<file path="config.mk">
export PLATFORM = sky130hd
export DESIGN_NAME = iosys_mem_arb
export DESIGN_NICKNAME = d
export VERILOG_FILES = /design/src/rtl/iosys_mem_arb.sv
export SDC_FILE = /design/constraint.sdc
export NUM_CORES = 1
export LEC_CHECK = 0
export CAP_MARGIN = 40
export CORE_AREA = 2 2 170 188
export DETAILED_ROUTE_END_ITERATION = 6
export DIE_AREA = 0 0 172 190
export GPL_TIMING_DRIVEN = 0
export SYNTH_ARGS = -nofsm -noshare
export SYNTH_HDL_FRONTEND = slang
export SYNTH_SLANG_ARGS = --single-unit
export TNS_END_PERCENT = 50
</file>
<file path="constraint.sdc">
create_clock -name clk -period 5.8 [get_ports clk]
set_clock_uncertainty 0.2 [all_clocks]
set_input_delay 1.16 -clock clk [delete_from_list [all_inputs] [get_ports clk]]
set_output_delay 1.16 -clock clk [all_outputs]
set_load 0.01 [all_outputs]
</file>
<file path="src/rtl/iosys_mem_arb.sv">
// iosys_mem_arb: shares one memory port between loader (fixed top priority) and cpu/dma (round-robin),
// with a BUSY-cycle timeout that completes the transaction with 32'hDEAD_BEEF and counts the error.
module iosys_mem_arb #(
  parameter int TIMEOUT = 4096,
  parameter int ADDR_W  = 23
) (
  input  logic              clk,
  input  logic              reset,
  input  logic              ld_valid,
  input  logic [ADDR_W-1:0] ld_addr,
  input  logic [31:0]       ld_wdata,
  input  logic [3:0]        ld_wstrb,
  output logic              ld_ready,
  input  logic              cpu_valid,
  input  logic [ADDR_W-1:0] cpu_addr,
  input  logic [31:0]       cpu_wdata,
  input  logic [3:0]        cpu_wstrb,
  output logic              cpu_ready,
  output logic [31:0]       cpu_rdata,
  input  logic              dma_valid,
  input  logic [ADDR_W-1:0] dma_addr,
  input  logic [31:0]       dma_wdata,
  input  logic [3:0]        dma_wstrb,
  output logic              dma_ready,
  output logic [31:0]       dma_rdata,
  output logic              rv_valid,
  input  logic              rv_ready,
  output logic [ADDR_W-1:0] rv_addr,
  output logic [31:0]       rv_wdata,
  output logic [3:0]        rv_wstrb,
  input  logic [31:0]       rv_rdata,
  output logic [1:0]        owner,
  output logic [7:0]        err_cnt
);
  localparam int CW = TIMEOUT > 1 ? $clog2(TIMEOUT) : 1;
  typedef enum logic [1:0] {IDLE, BUSY, DONE} state_t;
  state_t            r_state, w_next;
  logic [1:0]        w_gnt, r_owner;
  logic              w_hit, r_to, r_rr, r_valid, r_ld_ready, r_cpu_ready, r_dma_ready;
  logic [CW-1:0]     r_cnt;
  logic [ADDR_W-1:0] w_addr, r_addr;
  logic [31:0]       w_wdata, r_wdata, w_data, r_cpu_rdata, r_dma_rdata;
  logic [3:0]        w_wstrb, r_wstrb;
  logic [7:0]        r_err;
  // r_rr=0 favours cpu, r_rr=1 favours dma on a cpu/dma tie
  always_comb begin
    w_gnt   = ld_valid ? 2'd1 : (cpu_valid && !(dma_valid && r_rr)) ? 2'd2 : dma_valid ? 2'd3 : 2'd0;
    w_addr  = w_gnt == 2'd1 ? ld_addr  : w_gnt == 2'd2 ? cpu_addr  : dma_addr;
    w_wdata = w_gnt == 2'd1 ? ld_wdata : w_gnt == 2'd2 ? cpu_wdata : dma_wdata;
    w_wstrb = w_gnt == 2'd1 ? ld_wstrb : w_gnt == 2'd2 ? cpu_wstrb : dma_wstrb;
    w_hit   = rv_ready || r_to;
    w_data  = rv_ready ? rv_rdata : 32'hDEAD_BEEF;
    w_next  = r_state == IDLE ? (w_gnt != 2'd0 ? BUSY : IDLE) :
              r_state == BUSY ? (w_hit ? DONE : BUSY) : IDLE;
  end
  always_ff @(posedge clk or posedge reset) begin
    if (reset) r_state <= IDLE;
    else       r_state <= w_next;
  end
  // r_to flags the cycle after the counter reaches TIMEOUT-1; rv_ready in that cycle still wins
  always_ff @(posedge clk or posedge reset) begin
    if (reset) begin
      r_owner     <= 2'd0;
      r_valid     <= 1'b0;
      r_addr      <= '0;
      r_wdata     <= 32'd0;
      r_wstrb     <= 4'd0;
      r_cnt       <= '0;
      r_to        <= 1'b0;
      r_rr        <= 1'b0;
      r_ld_ready  <= 1'b0;
      r_cpu_ready <= 1'b0;
      r_dma_ready <= 1'b0;
      r_cpu_rdata <= 32'd0;
      r_dma_rdata <= 32'd0;
      r_err       <= 8'd0;
    end else begin
      r_ld_ready  <= 1'b0;
      r_cpu_ready <= 1'b0;
      r_dma_ready <= 1'b0;
      case (r_state)
        IDLE: if (w_gnt != 2'd0) begin
          r_owner <= w_gnt;
          r_valid <= 1'b1;
          r_addr  <= w_addr;
          r_wdata <= w_wdata;
          r_wstrb <= w_wstrb;
          r_cnt   <= '0;
          r_to    <= 1'b0;
          if (w_gnt != 2'd1) r_rr <= w_gnt == 2'd2;
        end
        BUSY: begin
          r_cnt <= r_cnt + CW'(1);
          r_to  <= r_cnt == CW'(TIMEOUT - 1);
          if (w_hit) begin
            r_valid     <= 1'b0;
            r_ld_ready  <= r_owner == 2'd1;
            r_cpu_ready <= r_owner == 2'd2;
            r_dma_ready <= r_owner == 2'd3;
            if (r_owner == 2'd2) r_cpu_rdata <= w_data;
            if (r_owner == 2'd3) r_dma_rdata <= w_data;
            if (!rv_ready && r_err != 8'hFF) r_err <= r_err + 8'd1;
          end
        end
        default: r_owner <= 2'd0;
      endcase
    end
  end
  assign ld_ready  = r_ld_ready;
  assign cpu_ready = r_cpu_ready;
  assign dma_ready = r_dma_ready;
  assign cpu_rdata = r_cpu_rdata;
  assign dma_rdata = r_dma_rdata;
  assign rv_valid  = r_valid;
  assign rv_addr   = r_addr;
  assign rv_wdata  = r_wdata;
  assign rv_wstrb  = r_wstrb;
  assign owner     = r_owner;
  assign err_cnt   = r_err;
endmodule

</file>
# Word level (Yosys, flattened, before mapping)
# Cells that the tools add are included.
# W data, S select, Z words.
[word_totals]
register_bits = 153
inputBits = 215
elab_cells = 75
[classes]
n_addsub = 2
n_eq_ne = 11
n_mux = 29
bitwise_logic = 1
n_reduce_logical = 17
[op_table]
columns = ["cell", "n"]
rows = [
  ["$mux W32", 3],
  ["$mux W23", 2],
  ["$pmux W12 S2", 1],
  ["$reduce_and A3 Y1", 5],
  ["$mux W2", 7],
  ["$add A12 B1 Y12 const B", 1],
  ["$eq A12 B12 Y1 const B", 1],
  ["$mux W12", 1],
  ["$mux W1", 10],
  ["$add A8 B1 Y8 const B", 1],
  ["$mux W4", 2],
  ["$ne A8 B8 Y1 const B", 1],
  ["$eq A2 B1 Y1 const B", 3],
  ["$eq A2 B2 Y1 const B", 3],
  ["$reduce_and A2 Y1", 3],
  ["$ne A2 B1 Y1 const B", 2],
  ["$pmux W1 S2", 2],
  ["$pmux W2 S2", 1],
  ["$reduce_bool A2 Y1", 2],
  ["$logic_and A1 B1 Y1", 3],
  ["$logic_not A1 Y1", 2],
  ["$logic_not A2 Y1", 1],
  ["$ne A2 B2 Y1 const B", 1],
  ["$logic_or A1 B1 Y1", 1],
  ["$not A1 Y1", 1],
]

# Longest topological paths before layout
[depth]
ltp_word = 8
ltp_mapped = 6
depth_no_buf = 4

# Worst setup path after synthesis
# Ideal clock, no wire load.
[synth_path]
path_type = "input to register"
startpoint = "input ld_valid"
endpoint = "register r_wdata[0], in the netlist rv_wdata[0]"
setup_time_ns = 0.080
arrival_ns = 2.209
required_ns = 5.520
path_slack_ns = 3.310
path_stages = 6
path_buffers = 4
path_cell_list = "buf_2 -> or3_1 -> clkbuf_1 -> buf_6 -> buf_6 -> o211ai_2"
[synth_via]
elab_chain_cells = 4
word_cells_on_any_way = 7
[synth_rtl]
columns = ["element", "line_no", "source"]
rows = [
  ["start, declared", "9", "input logic ld_valid,"],
  ["$mux W2 (*)", "47", "w_gnt = ld_valid ? 2'd1 : (cpu_valid && !(dma_valid && r_rr)) ? 2'd2 : dma_valid ? 2'd3 : 2'd0;"],
  ["$eq A2 B2 Y1", "49", "w_wdata = w_gnt == 2'd1 ? ld_wdata : w_gnt == 2'd2 ? cpu_wdata : dma_wdata;"],
  ["$mux W32 (2 in series)", "49", ""],
  ["end signal, assigned", "86", "r_wdata <= w_wdata;"],
  ["end, declared", "42", "logic [31:0] w_wdata, r_wdata, w_data, r_cpu_rdata, r_dma_rdata;"],
]
# Mark *: on every way between the ends. The rest lies on a longest branch, timed or not.
# A chain may end at the register's enable or synchronous reset.

# Final worst setup path
[layout_path]
startpoint = "input rv_ready"
endpoint = "register r_cpu_rdata[27], in the netlist cpu_rdata[27]"
[layout_via]
elab_chain_cells = 2
word_cells_on_any_way = 3
[layout_rtl]
columns = ["element", "line_no", "source"]
rows = [
  ["start, declared", "27", "input logic rv_ready,"],
  ["$logic_or A1 B1 Y1", "51", "w_hit = rv_ready || r_to;"],
  ["$reduce_and A3 Y1 (no source line)", "-", ""],
  ["end signal, assigned", "100", "if (r_owner == 2'd2) r_cpu_rdata <= w_data;"],
  ["end, declared", "42", ""],
]
# Parallel ways exist; a longest one is shown, timed or not.

==> run metrics <==
starting density of the core 24.5%; switching fraction of total power around 34%; post-DP HPWL 21.2 mm; port bufs 350; Synth Flop Type dfrtp_1; Clock Power Share between 20 and 25%; # Post-CTS Setup Buffers 0; GR Overflow Total 0; reg2reg setup slack between 3000 and 4000 ps; HP Class flop to flop; worst reg2reg endpoint rv_wstrb[2]; Hold Vio Cnt, Final 0; crit-path max cell delay ~830 ps; Final WS setup ~2700 ps; core box area about 0.031 mm2; antenna violations before repair 0; total power 5.50 mW; row count 68; largest net degree at the start of global routing just over 90; critical setup path kind input port to flop; most frequent cells after synthesis dfrtp_1 (153), o21ai_0 (69), nand3_1 (67); Flop pwr share 32.1%; Worst-Skew Late Latency around 430 ps; Fmax achieved between 300 and 400 MHz; combinational share of power around 46%; status completed; die area 0.0327 mm2; worst-case reg-to-reg path depth 6; P_int approximately 3.6 mW; clk root buf clkbuf_16; CTS Buf Count 17; Synth top area share about half; ys async rst share 100%; most frequent cell after synthesis dfrtp_1; Max Root-Sink Buffers 2; first-pass GRT wire length between 40 and 50 mm; n_diodes 0; crit path DAT 3240 ps; crit-path cells clkdlybuf4s50_1 -> nor2_2 -> nor4b_4 -> buf_6 -> mux2_1; Syn-to-layout area delta 61.8%; CP startpoint kind input port; critical path fanouts, max 10; Total Routed Length approximately 27 mm; Hold Slack ~270 ps; Cell Count Post-Placement between 1k and 1.5k; crit path max-delay cell type clkdlybuf4s50_1; Tot GR Track Use about 17%; Worst Path Buf+Inv 2; minimum clock period after layout ~3100 ps; Seq/Total Area, Yosys roughly half; layout cell share with drive strength beyond 1 around 12%; Mapped Cells 655; Synth warnings 0; Worst-path clk slew roughly 60 ps; Syn Area/Cell between 10 and 15 um2; Psw approximately 1.9 mW; WP data required about 5900 ps; IO Pins roughly 350; critical path capture point type flop; Peak VDD IR between 150 and 200 uV; Leakage Power about 5.1 nW; Vias/cell ~4.6; DRT iter0 DRCs about 250; Post-DRT Antenna Nets 0; maxcap violations 0; HP Start r_cnt[11]; first-pass detailed-route iteration total 5; Post-Synthesis Cell Area ~0.0076 mm2; Slew headroom a little under three fifths; RSZ-0062 raised after global routing no; crit share post-route a little over half; vias in the first global route 6874; pwr/cell area 448 mW/mm2; Post-synth EDFFs 0; fin cells around 1.5k; htree depth 4; Yosys reg bits between 150 and 200; hold depth 1; post-cts sizing count 0; hold_buf cts 0; RD Place Congestion between 0.7 and 0.8; Net Count, Synth between 800 and 900; Endpoint, Worst Hold r_cnt[11]; fin. max-slew vios 0; Synth area leaders dfrtp_1 (50%), mux2i_1 (8.4%), mux2_4 (5.7%), o211ai_1 (5.1%), o21ai_0 (4.5%); post-synth top area cell dfrtp_1; post-place setup slack between 2000 and 2500 ps; DR vias around 6.7k; Die Y 190 um; crit-path leading delay family buffers and inverters; die width about 170 um; CTS sink cnt about 150; DRC 0; reg-to-reg startpoint r_state[1]; synth unique cells 51; nets approximately 1.2k; worst slew pin tran about 670 ps; TritonCTS clock tree built; wire length per cell around 19 um; Final Setup Violations 0
[power by group through the flow]
stage          Sequential (mW)  Clock, mW  Combinational (mW)
3_3_place_gp              1.77          0                2.53
6_report                  1.77       1.23                2.51
5_1_grt                   1.83       1.31                2.71
4_1_cts                   1.77       1.26                2.55
2_1_floorplan             1.96          0               0.964
3_5_place_dp              1.79          0                2.55
[state kept, by name (all words and copies together), names as in the netlist]
signal     cells
r_rr           1
cpu_ready      1
err_cnt        8
dma_ready      1
rv_wdata      32
r_to           1
rv_wstrb       4
cpu_rdata     32
ld_ready       1
owner          2
rv_addr       23
rv_valid       1
r_cnt         12
dma_rdata     32
r_state        2
[metrics by stage]
step                setup TNS, ps  area [um2]  utilization (%)
global route                    0       12300             39.7
CTS                             0       12300             39.7
finish                          0       12300             39.7
global placement          -341370       11600             37.5
floorplan                       0        7600                -
detailed placement              0       11700             37.7
[layout by cell type, fill, tap and decap left out, drive strengths merged, types with 14 or more instances in the layout]
master and n:
buf 28, clkbuf 47, clkdlybuf4s50 350, dfrtp 153, inv 14, mux2 66
mux2i 64, nand2b 26, nand3 67, o211ai 62, o21ai 69
[how the worst max path moves through the flow]
stage / from / to / slack (ps) / cells after the start
after floorplan: reset / cpu_rdata[0] / 320 / 1
after global placement: reset / rv_addr[11] / -2250 / 2
after detailed placement: rv_ready / cpu_rdata[2] / 2150 / 5
after CTS: rv_ready / cpu_rdata[6] / 2610 / 5
after global routing: rv_ready / cpu_rdata[24] / 2520 / 5
final: rv_ready / cpu_rdata[27] / 2660 / 5
[area by class of cell]
| type | count | area [um2] |
|---|---|---|
| plain buffers | 55 | 303 |
| clock buffers | 19 | 443 |
| clock inverters | 12 | 188 |
| fillers | 3085 | 18700 |
| inverters | 10 | 45.0 |
| multi-input cells | 437 | 3430 |
| flip-flops and latches | 153 | 3830 |
| well taps | 420 | 526 |
| repair buffers | 351 | 3530 |
[cell families after synthesis]
kind of cell    after synthesis  share of synthesized area, %
fa+ha+maj                     2                         0.329
mux                         130                          19.6
buf+inv                      65                          4.48
xor+xnor                      4                         0.461
flops                       153                          50.4
compound gates              154                          13.5
simple gates                147                          11.2
[metal layers]
metal	vias up	part of all wire (%)	GRT usage (%)
li1	3164	-	-
met1	3204	40	19.2
met2	293	50	29.4
met3	24	8.5	5.33
met4	0	1.3	4.56
met5	-	0	0
Power figures use the tool's default switching activity.
